==> config.mk <==
export PLATFORM = sky130hd
export DESIGN_NAME = maf_driver
export DESIGN_NICKNAME = d
export VERILOG_FILES = /design/src/rtl/maf_driver.sv
export SDC_FILE = /design/constraint.sdc
export NUM_CORES = 1
export LEC_CHECK = 0
export BUFFER_PORTS_ARGS = -buffer_cell sky130_fd_sc_hd__buf_4
export CORE_MARGIN = 5
export CORE_UTILIZATION = 40
export CTS_CLUSTER_DIAMETER = 200
export DETAILED_ROUTE_END_ITERATION = 16
export PLACE_DENSITY_LB_ADDON = 0.3
export SLEW_MARGIN = 0
export SYNTH_ARGS = -nofsm -noshare
export SYNTH_HDL_FRONTEND = slang
export SYNTH_SLANG_ARGS = --single-unit
==> constraint.sdc <==
create_clock -name clk -period 5.2 [get_ports clk]
set_clock_uncertainty 0.05 [all_clocks]
set_input_delay 0.78 -clock clk [delete_from_list [all_inputs] [get_ports clk]]
set_output_delay 0.78 -clock clk [all_outputs]
set_load 0.01 [all_outputs]
==> src/rtl/maf_driver.sv <==
// maf_driver: issues operand triples to a multiply-add unit under a credit limit and returns results in order.
// Optional feature: define MAF_DRIVER_ERR_EN to add a sticky err output for results arriving with nothing in flight.
module maf_driver #(
    parameter int WIDTH = 32,
    parameter int DEPTH = 8
) (
    input  logic             clk,
    input  logic             rst,
    input  logic             in_vld,
    output logic             in_rdy,
    input  logic [WIDTH-1:0] in_a,
    input  logic [WIDTH-1:0] in_b,
    input  logic [WIDTH-1:0] in_c,
    input  logic             flush,
    output logic             maf_op_vld,
    output logic [WIDTH-1:0] maf_a,
    output logic [WIDTH-1:0] maf_b,
    output logic [WIDTH-1:0] maf_c,
    input  logic [WIDTH-1:0] maf_res,
    input  logic             maf_res_rdy,
    output logic             out_vld,
    input  logic             out_rdy,
    output logic [WIDTH-1:0] out_res,
    output logic             busy
`ifdef MAF_DRIVER_ERR_EN
    ,
    output logic             err
`endif
);

    localparam int PW = $clog2(DEPTH);
    localparam int CW = PW + 1;
    localparam logic [CW:0] DEPTH_C = (CW + 1)'(DEPTH);

    typedef enum logic [1:0] {
        IDLE  = 2'd0,
        RUN   = 2'd1,
        FLUSH = 2'd2
    } state_t;

    state_t           state_reg, state_next;
    logic [CW-1:0]    inflight_reg, inflight_next;
    logic [CW-1:0]    count_reg, count_next;
    logic [PW-1:0]    wr_ptr_reg, wr_ptr_next;
    logic [PW-1:0]    rd_ptr_reg, rd_ptr_next;
    logic             op_vld_reg;
    logic [WIDTH-1:0] a_reg, b_reg, c_reg;
    logic             busy_reg;

    logic [WIDTH-1:0] mem [DEPTH];

    logic [CW:0]      credit_used;
    logic             accept;
    logic             res_valid;
    logic             push;
    logic             pop;

    // Every accepted operand owns one buffer slot until its result is popped,
    // so a push can never find the buffer full.
    assign credit_used = {1'b0, inflight_reg} + {1'b0, count_reg};
    assign in_rdy      = (state_reg != FLUSH) && !flush && (credit_used < DEPTH_C);
    assign accept      = in_vld && in_rdy;

    // A result with nothing in flight is stray and must not touch the buffer.
    assign res_valid   = maf_res_rdy && (inflight_reg != '0);
    assign push        = res_valid && (state_reg != FLUSH) && !flush;

    assign out_vld     = (count_reg != '0) && (state_reg != FLUSH);
    assign pop         = out_vld && out_rdy;
    assign out_res     = mem[rd_ptr_reg];

    assign maf_op_vld  = op_vld_reg;
    assign maf_a       = a_reg;
    assign maf_b       = b_reg;
    assign maf_c       = c_reg;
    assign busy        = busy_reg;

    always_comb begin
        inflight_next = inflight_reg;
        if (accept && !res_valid) begin
            inflight_next = inflight_reg + 1'b1;
        end else if (!accept && res_valid) begin
            inflight_next = inflight_reg - 1'b1;
        end
    end

    always_comb begin
        wr_ptr_next = wr_ptr_reg;
        rd_ptr_next = rd_ptr_reg;
        count_next  = count_reg;
        if (flush) begin
            wr_ptr_next = '0;
            rd_ptr_next = '0;
            count_next  = '0;
        end else begin
            if (push) begin
                wr_ptr_next = wr_ptr_reg + 1'b1;
            end
            if (pop) begin
                rd_ptr_next = rd_ptr_reg + 1'b1;
            end
            if (push && !pop) begin
                count_next = count_reg + 1'b1;
            end else if (!push && pop) begin
                count_next = count_reg - 1'b1;
            end
        end
    end

    always_comb begin
        state_next = state_reg;
        if (flush) begin
            state_next = FLUSH;
        end else begin
            case (state_reg)
                IDLE: begin
                    if (accept) begin
                        state_next = RUN;
                    end
                end
                RUN: begin
                    if (!accept && (inflight_reg == '0) && (count_reg == '0)) begin
                        state_next = IDLE;
                    end
                end
                FLUSH: begin
                    // Stay here until every late result has been swallowed.
                    if (inflight_reg == '0) begin
                        state_next = IDLE;
                    end
                end
                default: state_next = IDLE;
            endcase
        end
    end

    always_ff @(posedge clk or posedge rst) begin
        if (rst) begin
            state_reg    <= IDLE;
            inflight_reg <= '0;
            count_reg    <= '0;
            wr_ptr_reg   <= '0;
            rd_ptr_reg   <= '0;
            op_vld_reg   <= 1'b0;
            a_reg        <= '0;
            b_reg        <= '0;
            c_reg        <= '0;
            busy_reg     <= 1'b0;
        end else begin
            state_reg    <= state_next;
            inflight_reg <= inflight_next;
            count_reg    <= count_next;
            wr_ptr_reg   <= wr_ptr_next;
            rd_ptr_reg   <= rd_ptr_next;
            op_vld_reg   <= accept;
            busy_reg     <= (state_next != IDLE);
            if (accept) begin
                a_reg <= in_a;
                b_reg <= in_b;
                c_reg <= in_c;
            end
        end
    end

    // Storage needs no reset: emptiness is carried entirely by count_reg.
    always_ff @(posedge clk) begin
        if (push) begin
            mem[wr_ptr_reg] <= maf_res;
        end
    end

`ifdef MAF_DRIVER_ERR_EN
    logic err_reg;

    always_ff @(posedge clk or posedge rst) begin
        if (rst) begin
            err_reg <= 1'b0;
        end else if (maf_res_rdy && (inflight_reg == '0)) begin
            err_reg <= 1'b1;
        end
    end

    assign err = err_reg;
`endif

endmodule

==> results.json, run 1 <==
{
  "synth_ff_type": "sky130_fd_sc_hd__edfxtp_1",
  "timing.rr.start": "count_reg[1]$_DFFE_PP0P_",
  "ctsLongestPathBuffers": 3,
  "postLayoutCoreUtil_pct": 51.1,
  "globalRoute.totalOverflow": 0,
  "fin_hold_ws_ns": 0.302,
  "initial_utilization_pct": 40.6,
  "p_int_w": 0.00606,
  "cts_root_buffer": "sky130_fd_sc_hd__clkbuf_16",
  "cts-buffers-inserted": 39,
  "maxSlewHeadroom_pct": 29.6,
  "timing.critical_path.to_type": "output pin",
  "post_synthesis_share_of_cell_area_spent_on_and_or_nand_and_nor_gates_pct": 1.92,
  "r2r.worst_path.cells": 12,
  "drt_pre_antenna_iters": 6,
  "dpl.hpwl_mm": 18.8,
  "vias": 7390,
  "number_of_antenna_cells_inserted": 0,
  "post_cts_buffers": 0,
  "core_area_um2": 35600,
  "ff2ff_setup_slack_ns": 2.05,
  "worst_pin_slew_ns": 1.06,
  "synth.cell_area_um2": 14400,
  "outcome": "finished, final reports clean",
  "antenna_violating_nets_post_route": 0,
  "main_combinational_cell_family_by_area_after_synthesis": "multiplexers",
  "wl_mm": 31.0,
  "fin_crit_ns": 3.36,
  "antenna_found_initial": 0,
  "cts_sinks": 370,
  "finalNetCount": 1124,
  "power_frac_seq_pct": 47.3,
  "cellLeakagePower_nw": 7.04,
  "largest_register_ffs": 256,
  "die-area_um2": 40000,
  "port_buffers": 265,
  "syn-num-nets": 838,
  "layout.cells.most_common": "sky130_fd_sc_hd__buf_4",
  "final_layout_size_suffix_gt1_share_pct": 53.5,
  "hold_buffers": 0,
  "vias_per_cell": 5.03,
  "final_report_hold_violation_count": 0,
  "crit_fanout": 61,
  "average_cell_area_after_synthesis_um2": 20.9,
  "yosys.cell_types.count": 40,
  "met3WireLength_mm": 2.43,
  "start_kind": "flip-flop",
  "hp-class": "in -> async",
  "combinational_share_of_power_pct": 20.9,
  "yosys_register_bits": 370,
  "placedInstanceArea_um2": 17000,
  "power.total_w": 0.00810,
  "critical_path_required_ns": 4.37,
  "async_flop_share_pct": 30.8,
  "switching_share_pct": 25.2,
  "htree_levels": 2,
  "postLayoutCellArea_um2": 18200,
  "total_switching_power_w": 0.00204,
  "synth_cells": 692,
  "finalSetupViolCount": 0,
  "timing.critical_path.arrival_ns": 2.53,
  "most-common-layout-cells": "sky130_fd_sc_hd__buf_4, sky130_fd_sc_hd__edfxtp_1, sky130_fd_sc_hd__dfrtp_1",
  "routedWlPerCell_um": 21.1,
  "power_density_nw_per_um2": 446,
  "grt_max_degree": 71,
  "reg2reg_to": "inflight_reg[3]$_DFFE_PP0P_",
  "fillerInstances": 2964,
  "power.clock.fraction_pct": 31.8,
  "rows": 69,
  "multi_input_comb_area_um2": 3750,
  "timing.fmax_mhz": 298,
  "yosys_warnings": 0,
  "detailedRoute.firstIterationViolations": 255,
  "detailed_routing_wirelength_on_met1_mm": 12.8,
  "num_io_pins": 266,
  "met2WireLength_mm": 15.1,
  "clock_insertion_delay_at_the_later_pin_of_the_skew_report_ns": 0.52,
  "ys_seq_area_share_pct": 73.0,
  "cts_tree": "built",
  "chipHeight_um": 200,
  "synthMuxAreaShare_pct": 21.2,
  "post-route-drc-count": 0,
  "clk_transition_reported_paths_ns": 0.06,
  "grt_usage_pct": 15.5,
  "top_layer_used": "met4",
  "ir_drop_v": 0.000356,
  "area_fraction_in_compound_gates_after_synthesis_pct": 0.954,
  "timing.final.max_slew_violations": 0,
  "grt_pass1_vias": 8105,
  "horizontal_die_dimension_um": 200,
  "setup.worst_path.class": "reg -> out",
  "place_congestion": 0.769,
  "drv.max_cap_violation_count": 0,
  "yosys.area_share.xor_xnor_pct": 0.486,
  "finalSetupTns_ns": 0,
  "synth_adder_area_share_pct": 1.14,
  "fin_crit_sh_pct": 64.6,
  "top_register": "mem",
  "grt_pass1_wl_mm": 47.1,
  "grt_setup_unrepaired": "false",
  "post_synth_edffs": 256,
  "regArea_um2": 10500,
  "areaGrowthSynthToFinish_pct": 25.9,
  "ctsResizeCount": 0
}
worst max-delay path, cell delays in order (launching register included):
cell and delay (ns):
sky130_fd_sc_hd__dfrtp_4 0.50, sky130_fd_sc_hd__buf_12 0.45, sky130_fd_sc_hd__mux4_2 0.57, sky130_fd_sc_hd__mux2_2 0.30, sky130_fd_sc_hd__buf_4 0.15
power groups by stage:
stage | combinational (W) | clock, W | sequential (W)
finish | 0.00169 | 0.00258 | 0.00383
global route | 0.00184 | 0.00278 | 0.00389
CTS | 0.00173 | 0.00267 | 0.00383
detailed placement | 0.00173 | 0 | 0.00387
global placement | 0.00171 | 0 | 0.00387
floorplan | 0.000657 | 0 | 0.00401
area by class of cell:
class	instances	area share, %
Timing Repair Buffer	277	11.5
Clock inverter	20	0.689
Inverter	4	0.0964
Clock buffer	51	5.85
Tap cell	461	3.17
Multi-Input combinational cell	286	20.6
Sequential cell	370	58.0
kinds of logic after synthesis:
logic type,after synthesis
buffers and inverters,36
muxes,198
adders and majority gates,12
AOI/OAI and AO/OA,19
and+or+nand+nor,49
DFF,370
xor gates and xnor gates,8
routing by layer:
metal | vias to the layer above | track usage (%)
li1 | 3309 | -
met1 | 3803 | 19.8
met2 | 240 | 25.3
met3 | 38 | 5.39
met4 | 0 | 4.55
met5 | - | 0
stage by stage:
step | setup WS [ns] | instances
floorplan | 0.911 | 692
global route | 1.67 | 1469
CTS | 1.74 | 1469
finish | 1.84 | 1469
global placement | 1.98 | 1398
detailed placement | 1.94 | 1398
worst max-delay path by stage:
stage | start | endpoint | slack [ns] | cells after the start
after global routing | rd_ptr_reg[0]$_DFFE_PP0P_ | out_res[17] | 1.67 | 4
after global placement | flush | inflight_reg[3]$_DFFE_PP0P_ | 1.98 | 11
after detailed placement | flush | inflight_reg[3]$_DFFE_PP0P_ | 1.94 | 11
after floorplan | flush | mem[0][0]$_DFFE_PP_ | 0.91 | 3
final | rd_ptr_reg[0]$_DFFE_PP0P_ | out_res[17] | 1.84 | 4
after CTS | rd_ptr_reg[0]$_DFFE_PP0P_ | out_res[26] | 1.74 | 4
synthesized netlist by cell type, types with 5 or more instances:
| library cell | count | share of area (%) |
|---|---|---|
| sky130_fd_sc_hd__edfxtp_1 | 256 | 53 |
| sky130_fd_sc_hd__dfrtp_1 | 114 | 20 |
| sky130_fd_sc_hd__mux2_2 | 101 | 7.9 |
| sky130_fd_sc_hd__mux4_2 | 64 | 10 |
| sky130_fd_sc_hd__mux2_4 | 29 | 3.0 |
| sky130_fd_sc_hd__buf_2 | 14 | 0.49 |
| sky130_fd_sc_hd__nor2_1 | 13 | 0.34 |
| sky130_fd_sc_hd__clkbuf_1 | 11 | 0.29 |
| sky130_fd_sc_hd__ha_1 | 10 | 0.87 |
| sky130_fd_sc_hd__nand2_1 | 7 | 0.18 |
| sky130_fd_sc_hd__xnor2_1 | 7 | 0.42 |
| sky130_fd_sc_hd__nand2b_1 | 5 | 0.22 |
No activity file was read; power rests on OpenSTA's default activity.
==> run 2, diff against run 1 <==
Clock period 5.2 ns to 2.93 ns, I/O delays scaled along.
==> results.json, run 2 (same netlist as run 1, synthesis figures left out) <==
{
  "vias": 7502,
  "timing.critical_path.arrival_ns": 2.26,
  "setup.worst_path.class": "reg -> out",
  "initial_utilization_pct": 40.6,
  "cellLeakagePower_nw": 7.26,
  "timing.final.max_slew_violations": 0,
  "dpl.hpwl_mm": 21.1,
  "areaGrowthSynthToFinish_pct": 29.2,
  "ir_drop_v": 0.000725,
  "finalSetupViolCount": 0,
  "drt_pre_antenna_iters": 6,
  "start_kind": "flip-flop",
  "cts_sinks": 370,
  "rows": 69,
  "critical_path_required_ns": 2.44,
  "largest_register_ffs": 256,
  "ctsLongestPathBuffers": 3,
  "fillerInstances": 2886,
  "number_of_antenna_cells_inserted": 0,
  "cts_root_buffer": "sky130_fd_sc_hd__clkbuf_16",
  "clock_insertion_delay_at_the_later_pin_of_the_skew_report_ns": 0.54,
  "htree_levels": 2,
  "port_buffers": 265,
  "final_layout_size_suffix_gt1_share_pct": 55.8,
  "fin_crit_sh_pct": 94.0,
  "globalRoute.totalOverflow": 0,
  "post-route-drc-count": 0,
  "grt_max_degree": 97,
  "grt_usage_pct": 16.2,
  "postLayoutCoreUtil_pct": 52.4,
  "cts_tree": "built",
  "wl_mm": 32.1,
  "final_report_hold_violation_count": 0,
  "grt_setup_unrepaired": "false",
  "maxSlewHeadroom_pct": 43.0,
  "drv.max_cap_violation_count": 0,
  "num_io_pins": 266,
  "horizontal_die_dimension_um": 200,
  "worst_pin_slew_ns": 0.854,
  "detailedRoute.firstIterationViolations": 220,
  "power_density_nw_per_um2": 799,
  "most-common-layout-cells": "sky130_fd_sc_hd__buf_4, sky130_fd_sc_hd__edfxtp_1, sky130_fd_sc_hd__dfrtp_1",
  "antenna_violating_nets_post_route": 0,
  "antenna_found_initial": 1,
  "timing.critical_path.to_type": "output pin",
  "grt_pass1_vias": 8519,
  "outcome": "finished, final reports clean",
  "layout.cells.most_common": "sky130_fd_sc_hd__buf_4",
  "chipHeight_um": 200,
  "routedWlPerCell_um": 21.5,
  "crit_fanout": 10,
  "vias_per_cell": 5.02,
  "core_area_um2": 35600,
  "clk_transition_reported_paths_ns": 0.06,
  "cts-buffers-inserted": 41,
  "grt_pass1_wl_mm": 49.3,
  "die-area_um2": 40000,
  "place_congestion": 0.788,
  "finalNetCount": 1148,
  "hp-class": "in -> async",
  "fin_crit_ns": 2.75,
  "top_register": "mem",
  "timing.fmax_mhz": 363,
  "power.total_w": 0.0149
}
run 2: cell types whose count changed in the layout (fill, tap and decap cells not counted), moves of 2 or more:
cell | before | now
sky130_fd_sc_hd__clkinv_2 | 5 | 11
sky130_fd_sc_hd__clkinv_1 | 12 | 3
sky130_fd_sc_hd__buf_4 | 276 | 285
sky130_fd_sc_hd__clkinv_4 | 0 | 2
sky130_fd_sc_hd__bufinv_16 | 1 | 3
sky130_fd_sc_hd__clkbuf_1 | 10 | 8
sky130_fd_sc_hd__clkinvlp_4 | 0 | 2
sky130_fd_sc_hd__buf_12 | 1 | 14
sky130_fd_sc_hd__clkbuf_8 | 0 | 2
run 2: per-stage QoR:
stage / hold slack [ns] / instances / setup WS (ns) / TNS (ns) / area (µm²)
after CTS: 0.0192 / 1494 / 0.114 / 0 / 18600
after floorplan: 0.402 / 692 / -1.09 / -97.50 / 14400
after detailed placement: 0.426 / 1416 / 0.178 / 0 / 17300
after global routing: 0.0530 / 1494 / 0.0276 / 0 / 18600
final: 0.0269 / 1494 / 0.176 / 0 / 18600
after global placement: 0.414 / 1416 / 0.208 / 0 / 17300
run 2: path summary, 6_finish.rpt:
| check | startpoint | to | slack (ns) | cells after the start |
|---|---|---|---|---|
| worst max-delay path | rd_ptr_reg[0]$_DFFE_PP0P_ | out_res[20] | 0.18 | 5 |
| worst min-delay path | rst | rd_ptr_reg[0]$_DFFE_PP0P_ | 0.03 | 2 |
| worst max register to register | inflight_reg[1]$_DFFE_PP0P_ | inflight_reg[3]$_DFFE_PP0P_ | 0.19 | 12 |
| worst min register to register | state_reg[1]$_DFF_PP0_ | state_reg[0]$_DFF_PP0_ | 0.44 | 1 |
| max in group asynchronous | rst | maf_a[18]$_DFFE_PP0P_ | 2.10 | 3 |
| min in group clk | maf_res[11] | mem[2][11]$_DFFE_PP_ | 0.08 | 1 |
run 2: power breakdown:
| group | leakage (nW) | switching, W | internal [W] |
|---|---|---|---|
| clock network | 0.657 | 0.00203 | 0.00296 |
| registers | 3.74 | 0.000474 | 0.00634 |
| logic | 2.86 | 0.00127 | 0.00182 |
| total | 7.26 | 0.00378 | 0.0111 |
run 2: routing by layer:
metal,global-route usage (%),vias up,wire [µm]
li1,-,3355,-
met1,19.9,3828,12600
met2,26.5,269,15500
met3,6.70,48,3270
met4,4.68,2,726
met5,0,-,13
run 2: cell type report:
class	instances	area, µm²	area share, %
well taps	461	577	3.09
flip-flops and latches	370	10500	56.6
clock buffers	52	1110	5.95
repair buffers	299	2420	13.0
inverters	4	18.8	0.101
clock inverters	22	218	1.17
multi-input cells	286	3750	20.1
run 2: what timing repair did:
item	4_1_cts	5_1_grt
setup buffers	4	0
hold buffers	0	0
endpoints found under the hold margin	0	0
resized for setup	0	1
endpoints found under the setup margin	25	1
run 2: worst max-delay path, cell delays in order, from the launching register on:
cell,delay [ns]
sky130_fd_sc_hd__dfrtp_4,0.44
sky130_fd_sc_hd__buf_4,0.18
sky130_fd_sc_hd__buf_12,0.16
sky130_fd_sc_hd__mux4_2,0.51
sky130_fd_sc_hd__mux2_2,0.28
sky130_fd_sc_hd__buf_4,0.15
